[src/rtl/ctrl_defs.sv]
// Shared encodings for the mc_ctrl_hs multicycle controller: FSM states, opcodes,
// condition codes, datapath mux selects and the bundled control word.
package ctrl_defs;

  localparam int unsigned StateW = 5;

  localparam logic [StateW-1:0] StFetch     = 5'd0;
  localparam logic [StateW-1:0] StDecode    = 5'd1;
  localparam logic [StateW-1:0] StREx       = 5'd2;
  localparam logic [StateW-1:0] StIEx       = 5'd3;
  localparam logic [StateW-1:0] StWrite     = 5'd4;
  localparam logic [StateW-1:0] StLdMem     = 5'd5;
  localparam logic [StateW-1:0] StLdWb      = 5'd6;
  localparam logic [StateW-1:0] StStMem     = 5'd7;
  localparam logic [StateW-1:0] StStiMem    = 5'd8;
  localparam logic [StateW-1:0] StCalcDisp  = 5'd9;
  localparam logic [StateW-1:0] StJump      = 5'd10;
  localparam logic [StateW-1:0] StCalcRlink = 5'd11;
  localparam logic [StateW-1:0] StWrRlink   = 5'd12;
  localparam logic [StateW-1:0] StPcUp      = 5'd13;
  localparam logic [StateW-1:0] StWait      = 5'd14;
  localparam logic [StateW-1:0] StTrap      = 5'b11111;

  localparam logic [3:0] OpRtype   = 4'b0000;
  localparam logic [3:0] OpAndi    = 4'b0001;
  localparam logic [3:0] OpOri     = 4'b0010;
  localparam logic [3:0] OpXori    = 4'b0011;
  localparam logic [3:0] OpSpecial = 4'b0100;
  localparam logic [3:0] OpSti     = 4'b0111;
  localparam logic [3:0] OpShift   = 4'b1000;
  localparam logic [3:0] OpCmpi    = 4'b1011;
  localparam logic [3:0] OpBcond   = 4'b1100;

  localparam logic [3:0] ExtWait  = 4'b0000;
  localparam logic [3:0] ExtLoad  = 4'b0000;
  localparam logic [3:0] ExtStor  = 4'b0100;
  localparam logic [3:0] ExtLsh   = 4'b0100;
  localparam logic [3:0] ExtJal   = 4'b1000;
  localparam logic [3:0] ExtCmp   = 4'b1011;
  localparam logic [3:0] ExtJcond = 4'b1100;

  localparam logic [3:0] CondEq = 4'b0000;
  localparam logic [3:0] CondNe = 4'b0001;
  localparam logic [3:0] CondCs = 4'b0010;
  localparam logic [3:0] CondCc = 4'b0011;
  localparam logic [3:0] CondHi = 4'b0100;
  localparam logic [3:0] CondLs = 4'b0101;
  localparam logic [3:0] CondGt = 4'b0110;
  localparam logic [3:0] CondLe = 4'b0111;
  localparam logic [3:0] CondFs = 4'b1000;
  localparam logic [3:0] CondFc = 4'b1001;
  localparam logic [3:0] CondLo = 4'b1010;
  localparam logic [3:0] CondHs = 4'b1011;
  localparam logic [3:0] CondLt = 4'b1100;
  localparam logic [3:0] CondGe = 4'b1101;
  localparam logic [3:0] CondUc = 4'b1110;

  // Flag positions inside PSR.
  localparam int unsigned PsrC = 0;
  localparam int unsigned PsrL = 1;
  localparam int unsigned PsrF = 2;
  localparam int unsigned PsrZ = 3;
  localparam int unsigned PsrN = 4;

  localparam logic [1:0] WdReg      = 2'b00;
  localparam logic [1:0] WdMem      = 2'b10;
  localparam logic [1:0] WdAlu      = 2'b11;
  localparam logic [1:0] AluAReg    = 2'b00;
  localparam logic [1:0] AluAPc     = 2'b01;
  localparam logic [1:0] AluAImm    = 2'b10;
  localparam logic [1:0] AluBReg    = 2'b00;
  localparam logic [1:0] AluBDisp   = 2'b01;
  localparam logic [1:0] AluBOne    = 2'b10;
  localparam logic [1:0] MemAddrReg = 2'b00;
  localparam logic [1:0] MemAddrPc  = 2'b01;
  localparam logic [1:0] MemAddrImm = 2'b10;
  localparam logic [1:0] MemDataReg = 2'b00;
  localparam logic [1:0] MemDataImm = 2'b01;

  typedef struct packed {
    logic       mem_req;
    logic [1:0] wd_s;
    logic [1:0] alua_s;
    logic [1:0] alub_s;
    logic [1:0] mem_s;
    logic [1:0] mem_data_s;
    logic       pc_s;
    logic       pc_en;
    logic       reg_wr_en;
    logic       instr_en;
    logic       alu_out_en;
    logic       mem_reg_en;
    logic       mem_wr_s;
    logic       se_sign;
    logic       psr_en;
    logic       halted;
  } ctrl_out_t;

  function automatic ctrl_out_t ctrl_default();
    ctrl_out_t c;
    c            = '0;
    c.wd_s       = WdReg;
    c.alua_s     = AluAReg;
    c.alub_s     = AluBReg;
    c.mem_s      = MemAddrReg;
    c.mem_data_s = MemDataReg;
    c.se_sign    = 1'b1;
    return c;
  endfunction

endpackage

[src/rtl/cond_eval.sv]
// Branch condition evaluator: decides whether a Bcond/Jcond is taken from the
// condition field and the current PSR flags. Purely combinational.
module cond_eval
  import ctrl_defs::*;
#(
  parameter int unsigned PSR_W = 5
) (
  input  logic [3:0]       branch_cond,
  input  logic [PSR_W-1:0] PSR,
  output logic             taken
);

  logic flag_c, flag_l, flag_f, flag_z, flag_n;

  assign flag_c = PSR[PsrC];
  assign flag_l = PSR[PsrL];
  assign flag_f = PSR[PsrF];
  assign flag_z = PSR[PsrZ];
  assign flag_n = PSR[PsrN];

  always_comb begin
    taken = 1'b0;
    case (branch_cond)
      CondEq:  taken = flag_z;
      CondNe:  taken = !flag_z;
      CondCs:  taken = flag_c;
      CondCc:  taken = !flag_c;
      CondHi:  taken = flag_l;
      CondLs:  taken = !flag_l;
      CondGt:  taken = flag_n;
      CondLe:  taken = !flag_n;
      CondFs:  taken = flag_f;
      CondFc:  taken = !flag_f;
      CondLo:  taken = !flag_l && !flag_z;
      CondHs:  taken = flag_l || flag_z;
      CondLt:  taken = !flag_n && !flag_z;
      CondGe:  taken = flag_n || flag_z;
      CondUc:  taken = 1'b1;
      default: taken = 1'b0;
    endcase
  end

endmodule

[src/rtl/mc_ctrl_hs.sv]
// Multicycle controller FSM with req/rdy memory handshake, bounded WAIT and TRAP.
// Define CTRL_PERF_CNT_EN to add the cycle_cnt / retired_cnt performance counters.
module mc_ctrl_hs
  import ctrl_defs::*;
#(
  parameter int unsigned WAIT_CYCLES = 16777216,
  parameter int unsigned WAIT_W      = 25,
  parameter int unsigned PSR_W       = 5
) (
  input  logic             clk,
  input  logic             reset,
  input  logic [3:0]       op,
  input  logic [3:0]       op_ext,
  input  logic [3:0]       branch_cond,
  input  logic [PSR_W-1:0] PSR,
  input  logic             mem_rdy,
  input  logic             wake,
  output logic             mem_req,
  output logic [1:0]       WD_S,
  output logic [1:0]       ALUA_S,
  output logic [1:0]       ALUB_S,
  output logic [1:0]       MEM_S,
  output logic [1:0]       MEM_DATA_S,
  output logic             PC_S,
  output logic             PC_EN,
  output logic             REG_WR_EN,
  output logic             INSTR_EN,
  output logic             ALU_OUT_EN,
  output logic             MEM_REG_EN,
  output logic             MEM_WR_S,
  output logic             SE_SIGN,
  output logic             PSR_EN,
  output logic             halted
`ifdef CTRL_PERF_CNT_EN
  ,
  output logic [31:0]      cycle_cnt,
  output logic [31:0]      retired_cnt
`endif
);

  logic [StateW-1:0] state_q, state_d;
  logic [WAIT_W-1:0] wait_cnt_q, wait_cnt_d;
  logic              taken;
  logic              wait_done;
  ctrl_out_t         ctl;

  cond_eval #(
    .PSR_W(PSR_W)
  ) u_cond_eval (
    .branch_cond(branch_cond),
    .PSR        (PSR),
    .taken      (taken)
  );

  assign wait_done  = wake || (wait_cnt_q == WAIT_W'(WAIT_CYCLES - 1));
  // Counter only runs in WAIT and stops at the exit value, so it never wraps.
  assign wait_cnt_d = (state_q == StWait && !wait_done) ? wait_cnt_q + 1'b1 : '0;

  always_comb begin
    state_d = state_q;
    case (state_q)
      StFetch: if (mem_rdy) state_d = StDecode;
      StDecode: begin
        case (op)
          OpRtype: state_d = StREx;
          OpShift: state_d = (op_ext == ExtLsh) ? StREx : StIEx;
          OpBcond: state_d = taken ? StCalcDisp : StPcUp;
          OpSpecial: begin
            case (op_ext)
              ExtStor:  state_d = StStMem;
              ExtLoad:  state_d = StLdMem;
              ExtJcond: state_d = taken ? StJump : StPcUp;
              ExtJal:   state_d = StCalcRlink;
              default:  state_d = StTrap;
            endcase
          end
          default: state_d = StIEx;
        endcase
      end
      StREx: begin
        if (op_ext == ExtCmp)       state_d = StPcUp;
        else if (op_ext == ExtWait) state_d = StWait;
        else                        state_d = StWrite;
      end
      StIEx: begin
        if (op == OpCmpi)     state_d = StPcUp;
        else if (op == OpSti) state_d = StStiMem;
        else                  state_d = StWrite;
      end
      StWrite:     state_d = StPcUp;
      StLdMem:     if (mem_rdy) state_d = StLdWb;
      StLdWb:      state_d = StPcUp;
      StStMem:     if (mem_rdy) state_d = StPcUp;
      StStiMem:    if (mem_rdy) state_d = StPcUp;
      StCalcDisp:  state_d = StFetch;
      StJump:      state_d = StFetch;
      StCalcRlink: state_d = StWrRlink;
      StWrRlink:   state_d = StFetch;
      StPcUp:      state_d = StFetch;
      StWait:      if (wait_done) state_d = StPcUp;
      StTrap:      state_d = StTrap;
      default:     state_d = StTrap;
    endcase
  end

  always_ff @(posedge clk) begin
    if (!reset) begin
      state_q    <= StFetch;
      wait_cnt_q <= '0;
    end else begin
      state_q    <= state_d;
      wait_cnt_q <= wait_cnt_d;
    end
  end

  // Moore control word; only INSTR_EN and MEM_REG_EN look at mem_rdy directly.
  always_comb begin
    ctl = ctrl_default();
    case (state_q)
      StFetch: begin
        ctl.mem_req  = 1'b1;
        ctl.mem_s    = MemAddrPc;
        ctl.instr_en = mem_rdy;
      end
      StREx: begin
        ctl.alu_out_en = 1'b1;
        ctl.psr_en     = 1'b1;
      end
      StIEx: begin
        ctl.alua_s     = AluAImm;
        ctl.alu_out_en = 1'b1;
        ctl.psr_en     = 1'b1;
        ctl.se_sign    = !(op inside {OpAndi, OpOri, OpXori});
      end
      StWrite: begin
        ctl.wd_s      = WdAlu;
        ctl.reg_wr_en = 1'b1;
      end
      StLdMem: begin
        ctl.mem_req    = 1'b1;
        ctl.wd_s       = WdMem;
        ctl.mem_reg_en = mem_rdy;
      end
      StLdWb: begin
        ctl.wd_s      = WdMem;
        ctl.reg_wr_en = 1'b1;
      end
      StStMem: begin
        ctl.mem_req    = 1'b1;
        ctl.mem_data_s = MemDataReg;
        ctl.mem_wr_s   = 1'b1;
      end
      StStiMem: begin
        ctl.mem_req    = 1'b1;
        ctl.mem_s      = MemAddrImm;
        ctl.mem_data_s = MemDataImm;
        ctl.mem_wr_s   = 1'b1;
      end
      StCalcDisp: begin
        ctl.alua_s = AluAPc;
        ctl.alub_s = AluBDisp;
        ctl.pc_s   = 1'b1;
        ctl.pc_en  = 1'b1;
      end
      StJump: ctl.pc_en = 1'b1;
      StCalcRlink: begin
        ctl.alua_s     = AluAPc;
        ctl.alub_s     = AluBOne;
        ctl.alu_out_en = 1'b1;
      end
      StWrRlink: begin
        ctl.wd_s      = WdAlu;
        ctl.reg_wr_en = 1'b1;
        ctl.pc_en     = 1'b1;
      end
      StPcUp: begin
        ctl.alua_s = AluAPc;
        ctl.alub_s = AluBOne;
        ctl.pc_s   = 1'b1;
        ctl.pc_en  = 1'b1;
      end
      StTrap:  ctl.halted = 1'b1;
      default: ctl = ctrl_default();
    endcase
  end

  assign mem_req    = ctl.mem_req;
  assign WD_S       = ctl.wd_s;
  assign ALUA_S     = ctl.alua_s;
  assign ALUB_S     = ctl.alub_s;
  assign MEM_S      = ctl.mem_s;
  assign MEM_DATA_S = ctl.mem_data_s;
  assign PC_S       = ctl.pc_s;
  assign PC_EN      = ctl.pc_en;
  assign REG_WR_EN  = ctl.reg_wr_en;
  assign INSTR_EN   = ctl.instr_en;
  assign ALU_OUT_EN = ctl.alu_out_en;
  assign MEM_REG_EN = ctl.mem_reg_en;
  assign MEM_WR_S   = ctl.mem_wr_s;
  assign SE_SIGN    = ctl.se_sign;
  assign PSR_EN     = ctl.psr_en;
  assign halted     = ctl.halted;

`ifdef CTRL_PERF_CNT_EN
  logic [31:0] cycle_cnt_q, retired_cnt_q;

  always_ff @(posedge clk) begin
    if (!reset) begin
      cycle_cnt_q   <= '0;
      retired_cnt_q <= '0;
    end else begin
      if (state_q != StTrap) cycle_cnt_q <= cycle_cnt_q + 32'd1;
      if (state_q != StFetch && state_d == StFetch) retired_cnt_q <= retired_cnt_q + 32'd1;
    end
  end

  assign cycle_cnt   = cycle_cnt_q;
  assign retired_cnt = retired_cnt_q;
`endif

endmodule

[config.mk]
export PLATFORM = sky130hd
export DESIGN_NAME = mc_ctrl_hs
export DESIGN_NICKNAME = d
export VERILOG_FILES = /design/src/rtl/ctrl_defs.sv /design/src/rtl/cond_eval.sv /design/src/rtl/mc_ctrl_hs.sv
export SDC_FILE = /design/constraint.sdc
export NUM_CORES = 1
export LEC_CHECK = 0
export ABC_AREA = 1
export ABC_CLOCK_PERIOD_IN_PS = 2180
export CORE_MARGIN = 5
export CORE_UTILIZATION = 30
export DETAILED_ROUTE_END_ITERATION = 8
export DONT_BUFFER_PORTS = 1
export HOLD_SLACK_MARGIN = 0.15
export SYNTH_ARGS = -nofsm -noshare
export SYNTH_HDL_FRONTEND = slang
export SYNTH_HIERARCHICAL = 1
export SYNTH_SLANG_ARGS = --single-unit
export TNS_END_PERCENT = 30
[constraint.sdc]
create_clock -name clk -period 2.18 [get_ports clk]
set_clock_uncertainty 0.2 [all_clocks]
set_input_delay 0.436 -clock clk [delete_from_list [all_inputs] [get_ports clk]]
set_output_delay 0.436 -clock clk [all_outputs]
set_load 0.02 [all_outputs]
==> impl_metrics.csv, run 1 <==
group,metric,value,unit
outcome,status,"finished clean",
worst_setup_path,worstSetupEndpointType,"output port",
global_route,grt_pass1_vias,2156,
clocking,cts-root-buf,"clkbuf_8",
route,ant_nets,0,
min_path,min_path_type,"in -> reg",
sta,fin_setup_tns,0,ns
yosys,synth_largest_area_cell,"dfxtp_1",
worst_setup_path,path_max_fanout,4,
placed_design,place_area,2460,um^2
sta,rsz0062_at_grt,"false",
placed_design,place_ws,0.194,ns
pwr,pwr_density_cell,831,nW/um^2
yosys,ys_async_sr_fraction,0,%
worst_setup_path,start_kind,"flip-flop",
worst_setup_path,crit_top_cell,"nand2_2",
yosys,syn_inst,390,
yosys,ys_ff_latch,30,
final_layout,final_nets,424,
final_layout,fill_cells,841,
placed_design,hpwl,4150,um
yosys,synthesis.nets,412,
route,drc,0,
floorplan,io_pins,42,
placed_design,port_buffers,0,
clocking,cts_sinks,30,
yosys,ys_types,31,
yosys,yosysSeqAreaShare,26.2,%
placed_design,gp_congestion,0.899,
pwr,leakage,0.00111,uW
worst_setup_path,cp_slowest_cell,"dfxtp_1",
clocking,cts_buffer_depth,2,
route,vias_per_cell,4.53,
clocking,cts_setup_buffers,0,
route,wl_per_cell,10.1,um
floorplan,die_w,97.5,um
floorplan,dieArea,9500,um^2
yosys,avgSynthCellArea,5.88,um^2
final_layout,synthToLayoutAreaGrowth,12.9,%
sta,timing.hold.ws,0.186,ns
sta,slew_violations,0,
worst_setup_path,slowest_delay,0.39,ns
yosys,ys.flop_type,"dfxtp_1",
worst_setup_path,worstPathCellList,"nor2_4 -> nand2_2 -> inv_1 -> nand2_2 -> nor2_1",
route,detail_route.iter0.violations,86,
final_layout,fin_util,35.2,%
clocking,cts_tree,"yes",
yosys,yosysWarningCount,6,
final_layout,drive_above_1_share,15.6,%
global_route,antenna_found_initial,0,
clocking,cts-buffers-inserted,5,
floorplan,core_area,7370,um^2
route,via_count,2276,
route,drt-total-wl,5090,um
global_route,grt_start_max_net_pins,23,
clocking,h-tree-depth,2,
floorplan,placementRows,31,
job,cap_violations,0,
route,dr.pass1.iters,4,
sta,min_period_over_period,95.1,%
sta,finalSetupViolCount,0,
worst_setup_path,path_class,"reg -> out",
global_route,grt_pass1_wl,9100,um
clocking,cts.clk_slew.worst_paths,0.06,ns
final_layout,diodes,0,
yosys,yosysTopAreaCellShare,26.2,%
worst_setup_path,worstPathArrival,1.44,ns
final_layout,final_area,2590,um^2
sta,hold_viol,0,
global_route,grtUsageTotal,11.0,%
clocking,clk_latency,0.28,ns
floorplan,initial_core_util,31.1,%
worst_setup_path,cp.required,1.54,ns
floorplan,die_y,97.5,um
sta,min_period,2.07,ns
global_route,grt-ovfl-total,0,
yosys,synth.area.top_cells,"dfxtp_1 26%, nand2_1 19%, nor2_1 11%",
yosys,synth_edf_count,0,
pwr,ir_worst_vdd,0.000242,V
sta,fmax,0.483,GHz
yosys,synth_area,2290,um^2
sta,fin_ws,0.108,ns
## worst max-delay path: cells and delay by family, from the launching register on
family | cells | cell delay [ns]
flip-flops | 1 | 0.39
AND/OR/NAND/NOR | 4 | 0.67
buffers and inverters | 1 | 0.08
## synth_stat cells, drive strengths merged, types with 2 or more instances
master,count
nand4,11
or2,2
xor2,6
o21ai,6
buf,4
a41oi,2
inv,56
xnor2,3
nor3b,3
dfxtp,30
nor3,6
nor2,86
nand3,36
a21oi,11
nand2,123
## metrics by stage
| stage | power, uW | std cells |
|---|---|---|
| detailed placement | 1630 | 493 |
| global placement | 1630 | 493 |
| finish | 2150 | 502 |
| CTS | 2170 | 502 |
| global route | 2330 | 502 |
| floorplan | 1450 | 390 |
## cell type report
cell class / instances / area [um^2] / share of cell area (%)
multi-input cells: 300 / 1460 / 56.4
flip-flops and latches: 30 / 602 / 23.2
inverters: 56 / 210 / 8.11
well taps: 99 / 124 / 4.78
clock buffers: 8 / 110 / 4.25
repair buffers: 9 / 82.6 / 3.19
## placed cells by master (no fill, tap or decap)
master and n:
buf_12 1, nor3_1 3, nor3b_2 2, nand2_1 114
nor3_4 2, dfxtp_1 29, a31o_2 1, dlygate4sd3_1 1
conb_1 1, or2_1 1, nor4_1 1, nand3_1 34
a41oi_1 2, nand4_1 10, nor3b_1 1, xnor2_1 3
nand3b_1 1, o21ai_0 6, xor2_1 6, a21oi_1 11
inv_1 46, dfxtp_2 1, nand2_4 1, nor3_2 1
nand2_2 8, nand3_2 2, nand4_2 1, ha_1 1
nor2_2 13, or2_2 1, nor2_1 69, buf_4 7
nor2_4 4, inv_2 10, clkbuf_8 8
## where the power goes
part | internal, uW | switching (uW) | total (uW)
registers | 588 | 70.3 | 658
logic | 278 | 697 | 975
clock network | 318 | 203 | 521
total | 1180 | 970 | 2150
## logic make-up (layout without fill, tap and decap cells)
family	after synthesis	count (layout)	synth area share (%)
adders and majority gates	1	1	0.545
AOI/OAI and AO/OA	20	20	4.85
xor gates and xnor gates	9	9	3.44
other	1	1	0.163
buffers and inverters	60	73	10.5
and+or+nand+nor	269	269	54.4
DFF	30	30	26.2
## what timing repair did
action / CTS / global route
endpoints found under the hold margin: 6 / 0
resized for setup: 1 / 2
hold buffers: 1 / 0
pin swaps: 0 / 0
endpoints found under the setup margin: 1 / 4
## final timing paths
path	startpoint	end	slack [ns]	cells after the start
worst max-delay path	state_q[4]	INSTR_EN	0.11	5
worst max register to register	state_q[3]	state_q[2]	0.38	9
worst min register to register	wait_cnt_q[0]	wait_cnt_q[0]	0.24	1
worst min-delay path	wake	wait_cnt_q[24]	0.19	3
## metal layers
metal / up-vias / global-route usage [%] / wire length, um
met3: 8 / 1.72 / 174
met1: 989 / 14.5 / 2510
met4: 0 / 4.15 / 83
li1: 1243 / - / -
met5: - / 0 / 0
met2: 36 / 18.2 / 2330
## state kept, by name, summed over array words and instances, names as in the netlist
signal and count:
wait_cnt_q 25, state_q 5
No activity file was read; power rests on OpenSTA's default activity.
==> run 2, diff against run 1 <==
CORE_MARGIN = unset   (was 5)
PLACE_DENSITY = 0.5   (was unset)
==> run 2 against run 1 <==
- global-route usage increased by 3.5 points
- setup slack lost 0.014 ns
- wire length up 4.9%
- clock-buffer cell count decreased by 1
- hold slack gained 0.022 ns
- die area fell by 16%
- final cell count down 0.20%
- largest cell class unchanged
==> impl_metrics.csv, run 2 (synthesized netlist as in run 1, its figures left out) <==
group,metric,value,unit
outcome,status,"finished clean",
final_layout,reg_top3,"wait_cnt_q x25, state_q x5",
route,dr.pass1.iters,4,
floorplan,io_pins,42,
final_layout,diodes,0,
global_route,grt_start_max_net_pins,23,
worst_setup_path,start_kind,"flip-flop",
placed_design,port_buffers,0,
clocking,clk_latency,0.28,ns
sta,timing.hold.ws,0.208,ns
sta,fmax,0.479,GHz
final_layout,regArea,602,um^2
final_layout,final_nets,423,
route,detail_route.iter0.violations,90,
final_layout,multi_input_area,1480,um^2
pwr,leakage,0.00110,uW
placed_design,place_ws,0.180,ns
floorplan,core_area,7330,um^2
sta,min_period_over_period,95.7,%
clocking,cts_sinks,30,
floorplan,die_w,89.5,um
final_layout,fill_cells,823,
clocking,cts-buffers-inserted,5,
clocking,cts-root-buf,"clkbuf_8",
route,wl_per_cell,10.7,um
worst_setup_path,worstSetupEndpointType,"output port",
final_layout,largest_reg_flops,25,
sta,min_period,2.09,ns
final_layout,final_common_cell,"nand2_1",
global_route,grt-ovfl-total,0,
clocking,cts_tree,"yes",
min_path,min_path_type,"in -> reg",
placed_design,placedCellCount,492,
worst_setup_path,path_class,"reg -> out",
final_layout,regMostFlops,"wait_cnt_q",
sta,rsz0062_at_grt,"true",
placed_design,gp_congestion,0.871,
global_route,grt_pass1_vias,2096,
worst_setup_path,path_max_fanout,4,
route,route.met3.wl,179,um
sta,fin_ws,0.0941,ns
pwr,ir_worst_vdd,0.000220,V
worst_setup_path,cp.required,1.54,ns
floorplan,initial_core_util,31.3,%
global_route,grt_pass1_wl,9160,um
route,met1_length,2750,um
sta,hold_viol,0,
placed_design,hpwl,4290,um
route,met2_wirelength,2330,um
worst_setup_path,worstPathArrival,1.45,ns
route,drc,0,
sta,slew_violations,0,
route,vias_per_cell,4.61,
route,drt-total-wl,5340,um
global_route,antenna_found_initial,0,
floorplan,dieArea,8000,um^2
final_layout,final_cells,501,
route,via_count,2308,
global_route,grtUsageTotal,14.5,%
floorplan,die_y,89.5,um
floorplan,placementRows,31,
clocking,cts.clk_slew.worst_paths,0.06,ns
pwr,pwr_density_cell,817,nW/um^2
route,highest_layer,"met4",
final_layout,synthToLayoutAreaGrowth,12.4,%
final_layout,drive_above_1_share,15.7,%
job,cap_violations,0,
sta,finalSetupViolCount,0,
clocking,cts_buffer_depth,2,
final_layout,layout_common_cells,"114 x nand2_1, 69 x nor2_1, 46 x inv_1, 32 x nand3_1, 29 x dfxtp_1",
clocking,h-tree-depth,2,
route,ant_nets,0,
-- run 2: power by group --
group	leakage, uW	switching (uW)	internal [uW]
logic	0.000807	705	281
registers	0.000243	71.7	588
clock network	0.0000482	207	254
total	0.00110	984	1120
-- run 2: metal layers --
layer | vias to the layer above | global-route usage, %
met5 | - | 0
met4 | 0 | 5.19
met3 | 8 | 2.77
met2 | 42 | 23.7
met1 | 1012 | 19.2
li1 | 1246 | -
-- run 2: timing repair --
item                                    4_1_cts  5_1_grt
endpoints found under the setup margin        1        6
gates resized for setup                       1        5
buffers inserted                              0        0
hold buffers                                  1        0
endpoints found under the hold margin         6        0
pin swaps                                     0        0
-- run 2: worst max-delay path, cell delays in order (launching register included) --
cell and delay, ns:
dfxtp_1 0.38, nor2_4 0.19, nand2_2 0.09, inv_1 0.09
nand2_2 0.09, nor2_1 0.31
-- run 2: stage by stage --
stage	util [%]	area, um^2	setup TNS, ns	total power, uW
after floorplan	-	2290	0	1450
after global placement	33.5	2450	0	1630
after detailed placement	33.5	2450	0	1630
after CTS	34.9	2560	0	2100
after global routing	35.2	2580	-0.00819	2260
final	35.2	2580	0	2110
-- run 2: area by class of cell --
cell class	count	share of cell area, %
multi-input cells	300	57.3
flip-flops and latches	30	23.3
inverters	56	8.15
well taps	99	4.80
clock buffers	7	3.35
repair buffers	8	2.91
clock inverters	1	0.194
-- run 2: final timing paths --
kind,from,to,slack (ns),cells after the start
min,wake,wait_cnt_q[24],0.21,3
max,state_q[4],INSTR_EN,0.09,5
max reg2reg,wait_cnt_q[0],state_q[0],0.33,10
min reg2reg,wait_cnt_q[0],wait_cnt_q[0],0.25,1
